$ cat src/rtl/alu_ctrl_exec.sv
// -----------------------------------------------------------------------------
// alu_ctrl_exec
//   ALU control decoder plus execution unit with a registered result.
//   The aluop/funct pair is decoded into a 3-bit ALU control code and the
//   operation runs on WIDTH-bit operands. Non-shift operations, and shifts by
//   zero, complete in one cycle. Other shifts move one bit per cycle.
//   The unit uses valid/ready handshakes on both the request side and the
//   result side.
//
// Ports
//   clk        rising-edge clock
//   reset      synchronous, active-high reset
//   in_valid   request valid
//   in_ready   request accepted this cycle if in_valid (high only when idle)
//   aluop      00 add, 01 sub, 10 R-type (use funct), 11 xor
//   funct      R-type function code
//   a, b       operands (a is the shift source; b is ignored by shifts)
//   shamt      shift amount
//   out_valid  result valid, held until out_ready
//   out_ready  consumer accepts the result
//   result     registered result
//   zero       result == 0
//   gout       registered ALU control code of the captured operation
//   err        funct was not in the R-type table; the operation ran as add
// -----------------------------------------------------------------------------
module alu_ctrl_exec #(
    parameter int WIDTH   = 32,
    parameter int SHAMT_W = 5
) (
    input  logic               clk,
    input  logic               reset,
    input  logic               in_valid,
    output logic               in_ready,
    input  logic [1:0]         aluop,
    input  logic [3:0]         funct,
    input  logic [WIDTH-1:0]   a,
    input  logic [WIDTH-1:0]   b,
    input  logic [SHAMT_W-1:0] shamt,
    output logic               out_valid,
    input  logic               out_ready,
    output logic [WIDTH-1:0]   result,
    output logic               zero,
    output logic [2:0]         gout,
    output logic               err
);

    // The execute state is folded into the accept cycle. Single-cycle
    // operations therefore go straight from IDLE to DONE.
    localparam logic [1:0] ST_IDLE  = 2'd0;
    localparam logic [1:0] ST_SHIFT = 2'd1;
    localparam logic [1:0] ST_DONE  = 2'd2;

    localparam logic [2:0] CTRL_AND = 3'b000;
    localparam logic [2:0] CTRL_OR  = 3'b001;
    localparam logic [2:0] CTRL_ADD = 3'b010;
    localparam logic [2:0] CTRL_XOR = 3'b011;
    localparam logic [2:0] CTRL_SRL = 3'b100;
    localparam logic [2:0] CTRL_SLL = 3'b101;
    localparam logic [2:0] CTRL_SUB = 3'b110;
    localparam logic [2:0] CTRL_SLT = 3'b111;

    logic [1:0]         state;
    logic [SHAMT_W-1:0] count;
    logic [2:0]         dec_ctrl;
    logic               dec_err;
    logic [WIDTH-1:0]   exec_val;
    logic               is_shift;
    logic               accept;

    assign in_ready  = (state == ST_IDLE);
    assign out_valid = (state == ST_DONE);
    assign zero      = (result == '0);
    assign accept    = in_valid & in_ready;

    // NOTE: every signal assigned in always_comb gets a default first.
    // Otherwise an incomplete case infers a latch.
    always_comb begin
        dec_ctrl = CTRL_ADD;
        dec_err  = 1'b0;
        case (aluop)
            2'b00: dec_ctrl = CTRL_ADD;
            2'b01: dec_ctrl = CTRL_SUB;
            2'b11: dec_ctrl = CTRL_XOR;
            default: begin
                case (funct)
                    4'b0000: dec_ctrl = CTRL_ADD;
                    4'b0100: dec_ctrl = CTRL_AND;
                    4'b0101: dec_ctrl = CTRL_OR;
                    4'b0110: dec_ctrl = CTRL_SUB;
                    4'b0111: dec_ctrl = CTRL_XOR;
                    4'b1010: dec_ctrl = CTRL_SLT;
                    4'b0010: dec_ctrl = CTRL_SRL;
                    4'b0011: dec_ctrl = CTRL_SLL;
                    default: begin
                        dec_ctrl = CTRL_ADD;
                        dec_err  = 1'b1;
                    end
                endcase
            end
        endcase
    end

    assign is_shift = (dec_ctrl == CTRL_SRL) || (dec_ctrl == CTRL_SLL);

    // Single-cycle result. For shifts this value is only used when shamt is
    // zero, so a passes through unchanged.
    always_comb begin
        exec_val = '0;
        case (dec_ctrl)
            CTRL_AND: exec_val = a & b;
            CTRL_OR:  exec_val = a | b;
            CTRL_ADD: exec_val = a + b;
            CTRL_XOR: exec_val = a ^ b;
            CTRL_SUB: exec_val = a - b;
            CTRL_SLT: exec_val = {{(WIDTH-1){1'b0}}, ($signed(a) < $signed(b))};
            default:  exec_val = a;
        endcase
    end

    // NOTE: sequential state uses non-blocking assignments. Every register
    // then updates from the values that existed before the clock edge.
    always_ff @(posedge clk) begin
        if (reset) begin
            state  <= ST_IDLE;
            count  <= '0;
            result <= '0;
            gout   <= CTRL_ADD;
            err    <= 1'b0;
        end else begin
            case (state)
                ST_IDLE: begin
                    if (accept) begin
                        gout <= dec_ctrl;
                        err  <= dec_err;
                        if (is_shift && (shamt != '0)) begin
                            // result doubles as the shift register.
                            result <= a;
                            count  <= shamt;
                            state  <= ST_SHIFT;
                        end else begin
                            result <= exec_val;
                            state  <= ST_DONE;
                        end
                    end
                end
                ST_SHIFT: begin
                    if (gout == CTRL_SRL) begin
                        result <= {1'b0, result[WIDTH-1:1]};
                    end else begin
                        result <= {result[WIDTH-2:0], 1'b0};
                    end
                    count <= count - SHAMT_W'(1);
                    // The last bit moves in this cycle.
                    if (count == SHAMT_W'(1)) begin
                        state <= ST_DONE;
                    end
                end
                ST_DONE: begin
                    if (out_ready) begin
                        state <= ST_IDLE;
                    end
                end
                default: state <= ST_IDLE;
            endcase
        end
    end

endmodule

$ cat config.mk
export PLATFORM = sky130hd
export DESIGN_NAME = alu_ctrl_exec
export DESIGN_NICKNAME = d
export VERILOG_FILES = /design/src/rtl/alu_ctrl_exec.sv
export SDC_FILE = /design/constraint.sdc
export NUM_CORES = 1
export LEC_CHECK = 0
export ABC_CLOCK_PERIOD_IN_PS = 3700
export BUFFER_PORTS_ARGS = -buffer_cell sky130_fd_sc_hd__buf_4
export CORE_UTILIZATION = 60
export DETAILED_ROUTE_END_ITERATION = 8
export PLACE_DENSITY = 0.91
export SLEW_MARGIN = 20
export SYNTH_ARGS = -nofsm -noshare
export SYNTH_HDL_FRONTEND = slang
export SYNTH_SLANG_ARGS = --single-unit
export TNS_END_PERCENT = 100
$ cat constraint.sdc
create_clock -name clk -period 3.7 [get_ports clk]
set_input_delay 0 -clock clk [delete_from_list [all_inputs] [get_ports clk]]
set_output_delay 0 -clock clk [all_outputs]
set_load 0.005 [all_outputs]
==> results.md <==
* Most common cell in the synthesized netlist: a21oi_1
* Hold Slack at 22.9 ps
* Area share of the largest cell type after synthesis at between 10% and 20%
* Initial drt markers at ~1500
* Critical Path RT at between 3000 and 4000 ps
* Antenna violations before repair at 0
* Die Area at 0.0131 mm^2
* Max frequency at 328 MHz
* Layout cell share with drive strength beyond 1 at between 10 and 15%
* GRT Util Overall at 40.6%
* Slew Limit Headroom at between 10% and 20%
* Input/output buffers at around 120
* Die height at approximately 110 um
* RR Endpoint: result[31]$_SDFFE_PP0P_
* Grt ovf at 0
* Synth top area cells: ha_1 (17%), dfxtp_1 (11%), a21oi_1 (9.1%)
* Gate Count Post-Synth at between 1000 and 1500
* Final count of hold timing violations at 0
* #FFs+latches synth at 43
* Routed WL at 27200 um
* Post-route insts no fill at about 1400
* Total number of vias at between 9000 and 10000
* Final clock skew at between 5 and 6 ps
* Number of synthesized flops with an enable pin at 0
* Synth Cell Area at 0.00760 mm^2
* R2R Setup Slk at roughly 1100 ps
* Maximum fanout along the worst path at 10
* Peak VDD IR at roughly 0.18 mV
* PostCTS Resize Cnt at 0
* Post-route setup TNS at 0 ps
* Core region area at about 0.012 mm^2
* Postcts setup bufs at 0
* Hold path depth at 3
* Post-route ant nets at 0
* Status: completed
* RSZ-0062 raised after global routing: no
* Worst EP arrival at 3260 ps
* TritonCTS Buffers at 5
* Worst Hold End: state[0]$_SDFFE_PP0P_
* Reg clk slew, reported paths at 70 ps
* Lkg Pwr at 0.00385 uW
* Largest net degree at the start of global routing at 45
* Top Ports at 118
* Kind of critical path: input port to register
* Final Cycle Share at 82.4%
* Synth Warn # at 0
* Worst flop-to-flop path startpoint: state[1]$_SDFFE_PP0P_
* HPWL Detailed at a little under 20000 um
* Worst-margin pin slew at roughly 1200 ps
* Cell accounting for the most synthesized area: ha_1
* GP Congestion at roughly 1.0
* Global-route wire length before repair at between 40000 and 50000 um
* # fillers at between 1000 and 1500
* Hold Startpoint: in_valid
* Synthesized area per cell at 6.63 um^2
* Netlist cell types at 69
* Hold Buf Count CTS at 0
* Max Slew Vio Count at 0
* Root Driver: clkbuf_16
* Post-synthesis async set-or-reset flop share at 0%
* Final Core Density at between 70% and 80%
* HP Class: input port to register
* Synth top cells by count: a21oi_1 (139), nand2_1 (129), ha_1 (105)
* Skew-Pair Late Insertion Delay at around 300 ps
* DRC at 0
* Ant diodes at 0
* Startpoint types: input port
* Row cnt at 40
* Final min period at 3050 ps
* Top FF cell, synth: dfxtp_1
* Mapped Nets at around 1300
* Max Cap Viol at 0
* Crit. End Element: register
* R2r worst-path depth at 6
* Routed WL per cell at approximately 20 um
* First-pass DRT Iterations at 7
* Die width at ~110 um
* Seq/Total Area, Yosys at between 10% and 20%
* Sink Count at 43
* DR vias/cell at 6.95
* Placed cells at approximately 1400
* Area delta synth->final at 14.4%
* Starting density of the core at between 60% and 70%
* Pwr Density at 251 mW/mm^2
* Buffer depth of the longest clock path at 2
* CTS tree: done
* Final Net Count at 1396
* Vias in the first global route at slightly below 9000
* Endpoints failing setup at 0
* CTS H-tree depth at 2
==> power by group <==
part           switching, uW  total [uW]  internal (uW)  leakage, uW
sequential              71.2         576            505     0.000354
combinational            678        1140            460      0.00343
clock                    217         468            250    0.0000669
==> area by class of cell <==
| cell class | count | area, um^2 | share of cell area (%) |
|---|---|---|---|
| Multi-Input combinational cell | 924 | 6090 | 70.0 |
| Inverter | 99 | 372 | 4.27 |
| Sequential cell | 43 | 861 | 9.89 |
| Clock buffer | 6 | 129 | 1.48 |
| Clock inverter | 2 | 12.5 | 0.144 |
| Tap cell | 168 | 210 | 2.42 |
| Timing Repair Buffer | 137 | 1030 | 11.8 |
==> registers in the layout (all words and copies together), names as in the netlist <==
name / cells
result: 32
count: 5
gout: 3
state: 2
err: 1
==> cells in the final DEF (no fill, tap or decap), types with 7 or more instances in the layout <==
| cell type | netlist | final |
|---|---|---|
| nor2_1 | 100 | 99 |
| nand2_1 | 129 | 129 |
| nor2b_1 | 9 | 7 |
| o21ai_0 | 74 | 74 |
| ha_1 | 105 | 105 |
| a21o_1 | 13 | 13 |
| o31ai_1 | 12 | 12 |
| o21a_1 | 8 | 8 |
| dfxtp_1 | 43 | 43 |
| o221ai_1 | 11 | 11 |
| or3_1 | 10 | 10 |
| nand3_1 | 21 | 21 |
| a31oi_1 | 13 | 12 |
| mux2i_1 | 7 | 7 |
| nand4_1 | 7 | 7 |
| a211oi_1 | 15 | 15 |
| o2111ai_1 | 9 | 9 |
| a21oi_1 | 139 | 139 |
| nor4_1 | 18 | 18 |
| o22ai_1 | 13 | 13 |
| o211ai_1 | 27 | 27 |
| inv_1 | 98 | 98 |
| buf_4 | 0 | 137 |
| or2_2 | 7 | 7 |
| xnor2_1 | 14 | 14 |
| nand2b_1 | 14 | 14 |
| a221oi_1 | 23 | 23 |
| o21bai_1 | 13 | 13 |
| a2111oi_0 | 10 | 10 |
| nor3_1 | 27 | 26 |
==> kinds of logic (layout without fill, tap and decap cells) <==
kind of cell	after synthesis	in the layout	synth area share (%)
xor gates and xnor gates	17	17	1.96
DFF	43	43	11.3
muxes	7	7	0.922
adders and majority gates	107	107	17.8
buffers and inverters	180	244	8.92
AOI/OAI and AO/OA	433	433	37.4
and+or+nand+nor	360	360	21.7
==> how the worst max path moves through the flow <==
stage                      from                       to  slack (ps)  cells past startpoint
final                     a[12]  result[31]$_SDFFE_PP0P_         650                     13
after detailed placement  a[12]  result[31]$_SDFFE_PP0P_         530                     13
after global placement    a[14]  result[31]$_SDFFE_PP0P_         600                     13
after global routing      a[14]  result[31]$_SDFFE_PP0P_         510                     13
after CTS                 a[12]  result[31]$_SDFFE_PP0P_         820                     13
after floorplan           a[15]   result[0]$_SDFFE_PP0P_         970                     12
==> critical path, stage by stage <==
cell and delay (ps):
buf_4 100, inv_1 40, ha_1 490, inv_1 160, a2111oi_0 680, a211oi_1 170, a21oi_1 340, a31oi_2 190
nand3_2 140, a2111oi_0 130, or4_1 420, and3_1 170, a211oi_1 220
==> through the flow <==
step / setup WS, ps / cell area (um^2) / total power (uW)
2_1_floorplan: 968 / 7600 / 1280
3_3_place_gp: 597 / 8550 / 1640
3_5_place_dp: 525 / 8550 / 1660
4_1_cts: 822 / 8700 / 2130
5_1_grt: 508 / 8700 / 2280
6_report: 651 / 8700 / 2180
==> layer usage <==
| layer | global-route usage (%) | share of wire [%] | vias to the layer above |
|---|---|---|---|
| li1 | - | - | 4289 |
| met1 | 52.8 | 39 | 4277 |
| met2 | 64.0 | 43 | 849 |
| met3 | 8.05 | 14 | 174 |
| met4 | 19.9 | 4.9 | 0 |
| met5 | 0 | 0 | - |
Note: power is estimated with default switching activity, not from simulation.
